`src/rtl/timer_pkg.sv`:
```
`default_nettype none
// ============================================================================
//  Module      : timer_pkg
//  Description : Shared types and helpers for the timer/alarm blocks.
//  Revision    : 1.0 - initial release
// ============================================================================
package timer_pkg;

    // Alarm sequencer states
    typedef enum logic [1:0] {
        A_IDLE   = 2'd0,
        A_RING   = 2'd1,
        A_SNOOZE = 2'd2
    } alarm_state_t;

    // Larger of two values, used to size counters shared between phases
    function automatic int max_w(input int a, input int b);
        return (a > b) ? a : b;
    endfunction

endpackage : timer_pkg
`default_nettype wire

```
`src/rtl/sec_down_cnt.sv`:
```
`default_nettype none
// ============================================================================
//  Module      : sec_down_cnt
//  Description : Loadable seconds down-counter. Clear beats load, load beats
//                a decrement; decrements stop at 1 so the count never wraps.
//                o_last flags the final second of the loaded interval.
//  Revision    : 1.0 - initial release
// ============================================================================
module sec_down_cnt #(
    parameter int W = 6
) (
    input  logic         mclk,
    input  logic         rst_n,
    input  logic         i_clr,
    input  logic         i_load,
    input  logic [W-1:0] i_load_val,
    input  logic         i_dec,
    output logic [W-1:0] o_cnt,
    output logic         o_last
);

    localparam logic [W-1:0] c_one = W'(1);

    logic [W-1:0] r_cnt;

    // Countdown register: clear, reload, or step down while above 1
    always_ff @(posedge mclk or negedge rst_n) begin
        if (!rst_n) begin
            r_cnt <= '0;
        end else if (i_clr) begin
            r_cnt <= '0;
        end else if (i_load) begin
            r_cnt <= i_load_val;
        end else if (i_dec && (r_cnt > c_one)) begin
            r_cnt <= r_cnt - c_one;
        end
    end

    assign o_cnt  = r_cnt;
    assign o_last = (r_cnt == c_one);

endmodule : sec_down_cnt
`default_nettype wire

```
`src/rtl/alarm_ctrl.sv`:
```
`default_nettype none
// ============================================================================
//  Module      : alarm_ctrl
//  Description : Alarm sequencer fed by the time/alarm comparator level.
//                Rings the buzzer with a 1 Hz on/off pattern, handles
//                snooze re-arm (bounded per alarm event), stop and the
//                ring timeout. All outputs are registered and reflect a
//                state change one mclk after the triggering input.
//  Revision    : 1.0 - initial release
// ============================================================================
module alarm_ctrl
    import timer_pkg::*;
#(
    parameter int  RING_SEC   = 60,
    parameter int  SNOOZE_SEC = 300,
    parameter int  MAX_SNOOZE = 3,
    localparam int SW         = $clog2(MAX_SNOOZE + 1),
    localparam int CW         = $clog2(max_w(RING_SEC, SNOOZE_SEC) + 1)
) (
    input  logic          mclk,
    input  logic          rst_n,
    input  logic          tick_1hz,
    input  logic          equal,
    input  logic          alarm_en,
    input  logic          stop_btn,
    input  logic          snooze_btn,
    output logic          buzzer,
    output logic          ringing,
    output logic          snoozing,
    output logic [SW-1:0] snooze_cnt,
    output logic [CW-1:0] sec_left
);

    localparam logic [CW-1:0] c_ring_load   = CW'(RING_SEC);
    localparam logic [CW-1:0] c_snooze_load = CW'(SNOOZE_SEC);
    localparam logic [SW-1:0] c_max_snooze  = SW'(MAX_SNOOZE);
    localparam logic [SW-1:0] c_snooze_one  = SW'(1);

    alarm_state_t  r_state;
    alarm_state_t  w_state_nxt;

    logic          r_equal_q;
    logic          w_trigger;

    logic          r_buzzer;
    logic          w_buzzer_nxt;
    logic [SW-1:0] r_snooze_cnt;
    logic [SW-1:0] w_snooze_cnt_nxt;
    logic          r_ringing;
    logic          r_snoozing;

    logic          w_cnt_clr;
    logic          w_cnt_load;
    logic [CW-1:0] w_cnt_load_val;
    logic          w_cnt_dec;
    logic [CW-1:0] w_sec_left;
    logic          w_sec_last;

    // Only a fresh rising edge of the match level, while armed, starts an alarm.
    // Raising alarm_en in the middle of a matching minute is not an edge.
    assign w_trigger = equal & ~r_equal_q & alarm_en;

    // Match level delayed one cycle for edge detection
    always_ff @(posedge mclk or negedge rst_n) begin
        if (!rst_n) begin
            r_equal_q <= 1'b0;
        end else begin
            r_equal_q <= equal;
        end
    end

    // Shared countdown for the ring and snooze phases
    sec_down_cnt #(
        .W (CW)
    ) u_sec_cnt (
        .mclk       (mclk),
        .rst_n      (rst_n),
        .i_clr      (w_cnt_clr),
        .i_load     (w_cnt_load),
        .i_load_val (w_cnt_load_val),
        .i_dec      (w_cnt_dec),
        .o_cnt      (w_sec_left),
        .o_last     (w_sec_last)
    );

    // State, buzzer phase, snooze count and status flags
    always_ff @(posedge mclk or negedge rst_n) begin
        if (!rst_n) begin
            r_state      <= A_IDLE;
            r_buzzer     <= 1'b0;
            r_snooze_cnt <= '0;
            r_ringing    <= 1'b0;
            r_snoozing   <= 1'b0;
        end else begin
            r_state      <= w_state_nxt;
            r_buzzer     <= w_buzzer_nxt;
            r_snooze_cnt <= w_snooze_cnt_nxt;
            r_ringing    <= (w_state_nxt == A_RING);
            r_snoozing   <= (w_state_nxt == A_SNOOZE);
        end
    end

    // Next state plus counter control. Cancel (alarm_en low or stop) wins over
    // snooze, snooze wins over a tick, and a phase load swallows a same-cycle tick.
    always_comb begin
        w_state_nxt      = r_state;
        w_buzzer_nxt     = r_buzzer;
        w_snooze_cnt_nxt = r_snooze_cnt;
        w_cnt_clr        = 1'b0;
        w_cnt_load       = 1'b0;
        w_cnt_load_val   = c_ring_load;
        w_cnt_dec        = 1'b0;

        case (r_state)
            A_IDLE: begin
                if (w_trigger) begin
                    w_state_nxt      = A_RING;
                    w_cnt_load       = 1'b1;
                    w_cnt_load_val   = c_ring_load;
                    w_snooze_cnt_nxt = '0;
                    w_buzzer_nxt     = 1'b1;
                end
            end

            A_RING: begin
                if (!alarm_en || stop_btn) begin
                    w_state_nxt      = A_IDLE;
                    w_cnt_clr        = 1'b1;
                    w_snooze_cnt_nxt = '0;
                    w_buzzer_nxt     = 1'b0;
                end else if (snooze_btn && (r_snooze_cnt < c_max_snooze)) begin
                    w_state_nxt      = A_SNOOZE;
                    w_cnt_load       = 1'b1;
                    w_cnt_load_val   = c_snooze_load;
                    w_snooze_cnt_nxt = r_snooze_cnt + c_snooze_one;
                    w_buzzer_nxt     = 1'b0;
                end else if (tick_1hz) begin
                    // An exhausted snooze press falls through to here
                    if (w_sec_last) begin
                        w_state_nxt      = A_IDLE;
                        w_cnt_clr        = 1'b1;
                        w_snooze_cnt_nxt = '0;
                        w_buzzer_nxt     = 1'b0;
                    end else begin
                        w_cnt_dec    = 1'b1;
                        w_buzzer_nxt = ~r_buzzer;
                    end
                end
            end

            A_SNOOZE: begin
                if (!alarm_en || stop_btn) begin
                    w_state_nxt      = A_IDLE;
                    w_cnt_clr        = 1'b1;
                    w_snooze_cnt_nxt = '0;
                    w_buzzer_nxt     = 1'b0;
                end else if (tick_1hz) begin
                    if (w_sec_last) begin
                        // Snooze expired: ring again, keeping the used-snooze count
                        w_state_nxt    = A_RING;
                        w_cnt_load     = 1'b1;
                        w_cnt_load_val = c_ring_load;
                        w_buzzer_nxt   = 1'b1;
                    end else begin
                        w_cnt_dec = 1'b1;
                    end
                end
            end

            default: begin
                w_state_nxt      = A_IDLE;
                w_cnt_clr        = 1'b1;
                w_snooze_cnt_nxt = '0;
                w_buzzer_nxt     = 1'b0;
            end
        endcase
    end

    assign buzzer     = r_buzzer;
    assign ringing    = r_ringing;
    assign snoozing   = r_snoozing;
    assign snooze_cnt = r_snooze_cnt;
    assign sec_left   = w_sec_left;

endmodule : alarm_ctrl
`default_nettype wire
```
`config.mk`:
```
export PLATFORM = sky130hd
export DESIGN_NAME = alarm_ctrl
export DESIGN_NICKNAME = d
export VERILOG_FILES = /design/src/rtl/timer_pkg.sv /design/src/rtl/sec_down_cnt.sv /design/src/rtl/alarm_ctrl.sv
export SDC_FILE = /design/constraint.sdc
export NUM_CORES = 1
export LEC_CHECK = 0
export CELL_PAD_IN_SITES_DETAIL_PLACEMENT = 1
export CELL_PAD_IN_SITES_GLOBAL_PLACEMENT = 1
export CORE_MARGIN = 4
export CORE_UTILIZATION = 42
export DETAILED_ROUTE_END_ITERATION = 10
export HOLD_SLACK_MARGIN = 0.06
export PLACE_DENSITY_LB_ADDON = 0.1
export SLEW_MARGIN = 20
export SYNTH_ARGS = -nofsm -noshare
export SYNTH_HDL_FRONTEND = slang
export SYNTH_SLANG_ARGS = --single-unit
```
`constraint.sdc`:
```
create_clock -name mclk -period 4.95 [get_ports mclk]
set_clock_uncertainty 0.15 [all_clocks]
set_input_delay 1.2375 -clock mclk [delete_from_list [all_inputs] [get_ports mclk]]
set_output_delay 1.2375 -clock mclk [all_outputs]
set_load 0.005 [all_outputs]
```
==> run metrics <==
fin cells roughly 170; CP Capture Type flop; kind of cell adding the most delay to the critical path simple AND/OR/NAND/NOR gates; clock sinks 17; Worst R2R Start snooze_cnt[0]; RSZ-0062 raised after global routing no; M3 GR Usage 0.02160; clock slew at reported path FFs 110 ps; Initial Utilization 0.4479; initial antenna violation count 0; Critical Path Source Type input port; FF-to-FF End buzzer; core area 2522 µm²; P_leak around 0.57 nW; share of cells above drive strength 1 0.08029; post-route cell area between 1000 and 1500 µm²; Synth Flop Type dfrtp_1; DPL Wire Length 2.226 mm; Via Count approximately 1000; YS warnings 0; critical path type in2reg; # placed instances 163; Site Rows 18; top-count cell post-synth dfrtp_1; crit-path cells clkdlybuf4s50_1, nor2b_1, nand3_1, nor4_1, mux2i_1, nor2_1; first-pass GRT wire length 4.878 mm; Final Setup Violations 0; WHS Endpoint snooze_cnt[1]; gr usage total 0.1783; status finished, final reports clean; hold path cells 1; DRT antenna net count 0; DRC violations left 0; Max Freq 305.3 MHz; max incr delay on CP roughly 530 ps; CTS Buf Count 3; Cell Pwr Density ~480 nW/µm²; # diodes 0; worst hold slack slightly above 400 ps; CP Data Required Time 4980 ps; Post-Syn Nets 130; placed inst area 1355 µm²; library cells used by synthesis 40; CTS tree built; Worst Path Arrival 3300 ps; multi-input logic area 665.6 µm²; Area Growth Syn to Fin 22.26%; die width about 60 µm; syn avg cell area 9.740 µm²; max-cap viol count 0; Post-Place Setup Slack 1350 ps; #FFs+latches synth 17; crit-path max FO 8; Slew headroom 0.4650; pin count of the biggest net entering global routing 18; FF/Latch Area 425.4 µm²; Slew Limit Fails 0; cts repair resizes 0; io pins 21; # H-tree levels 1; ys async rst share 1.000; DR iter-0 viols 32; Worst path slowest cell nor2b_1; Final min period roughly 3300 ps; area share of the largest cell type after synthesis 0.3765; worst vdd ir 0.2576 mV; I/O Buffers 20; GRT busiest layer met2; grt ovf 0; r2r setup slk between 2000 and 3000 ps; number of synthesized flops with an enable pin 0; vias in the first global route about 1000; Netlist Area Pre-Place 1130 µm²; Least-Margin Pin Slew 800.0 ps; Avg Vias per Cell 5.832; WL per Instance about 17 µm; final hold violations 0; # fillers about 300; Synth area leader dfrtp_1; worst path bufs/invs 1; setup tns final 0 ps; reg2reg path depth 6; fin crit share 0.6617; ranking of synthesized cells by area dfrtp_1 38%, ha_1 7.8%, xnor2_1 5.4%; Skew-Pair Late Insertion Delay around 300 ps; Post-Route WL about 2.9 mm; met1 GRT Util 0.2345; post-synthesis cell count 116; met2 Usage GRT 0.3056; post-synthesis sequential area ratio 0.3765; die height 59.87 µm; most instantiated cells after synthesis 17 x dfrtp_1, 12 x nor2_1, 7 x ha_1, 7 x inv_1, 7 x xnor2_1; Worst Hold Class reg2reg; GPL Wtd Cong 0.8493; DR pass1 iterations 4; full die area around 3600 µm²; Hold Path Origin snooze_cnt[1]; maximum root-to-sink buffer count 2; PnR worst setup slack 1674 ps; Final nets 152; hold_buf cts 0; Post-CTS Setup Inserts 0; CTS Root Cell clkbuf_4
cells by family (layout without fill, tap and decap cells):
family | count (synthesis) | after routing | synth area share
buffers and inverters | 10 | 31 | 0.03433
adders and majority gates | 7 | 7 | 0.07752
muxes | 3 | 3 | 0.03211
and+or+nand+nor | 49 | 49 | 0.2802
xor gates and xnor gates | 7 | 7 | 0.05426
DFF | 17 | 17 | 0.3765
AOI/OAI and AO/OA | 23 | 23 | 0.1451
layer usage:
metal | part of all wire | vias up
li1 | - | 467
met1 | 0.48 | 488
met2 | 0.48 | 15
met3 | 0.033 | 4
met4 | 0.0053 | 0
met5 | 0 | -
sequential cells by signal, indices dropped and copies added (netlist names):
signal and flops:
buzzer 1, r_equal_q 1, r_state 2, ringing 1
snooze_cnt 2, snoozing 1, u_sec_cnt.o_cnt 9
worst max path at each step:
stage | endpoint | startpoint | depth (start not counted) | slack (ps)
3_5_place_dp | u_sec_cnt.o_cnt[7] | alarm_en | 6 | 1350
4_1_cts | u_sec_cnt.o_cnt[7] | alarm_en | 6 | 1690
3_3_place_gp | u_sec_cnt.o_cnt[7] | alarm_en | 6 | 1450
2_1_floorplan | u_sec_cnt.o_cnt[7] | alarm_en | 6 | 2420
6_report | u_sec_cnt.o_cnt[7] | alarm_en | 6 | 1670
5_1_grt | u_sec_cnt.o_cnt[7] | alarm_en | 6 | 1490
cell type report:
class	instances	area share
Tap cell	30	0.02717
Clock buffer	4	0.01902
Sequential cell	17	0.3080
Inverter	7	0.01902
Timing Repair Buffer	20	0.1449
Multi-Input combinational cell	89	0.4819
metrics by stage:
stage / util / power (mW)
final: 0.5476 / 0.6568
after global routing: 0.5476 / 0.7075
after CTS: 0.5476 / 0.6639
after detailed placement: 0.5372 / 0.5807
after global placement: 0.5372 / 0.5688
after floorplan: - / 0.4514
worst register-to-register path: stages (launching register included):
cell	delay, ps
dfrtp_1	430
ha_1	220
nand2b_1	230
a21oi_2	410
o2bb2ai_1	140
a21oi_1	210
mux2_2	350
cell usage in the layout, fill, tap and decap left out, types with 3 or more instances in the layout:
cell	n
nor3_1	5
nor4_1	5
nand2_1	6
nor2_1	12
clkbuf_4	3
inv_1	7
a21oi_1	6
nand3_1	3
clkdlybuf4s50_1	20
nand2b_1	3
ha_1	7
xnor2_1	7
dfrtp_1	17
power by group:
part	internal [mW]	switching (mW)	total, mW	leakage [nW]
Combinational	0.171	0.182	0.354	0.335
Sequential	0.176	0.0467	0.223	0.223
Clock	0.0314	0.0487	0.0801	0.0150
Total	0.379	0.278	0.657	0.573
No activity file was read; power rests on OpenSTA's default activity.
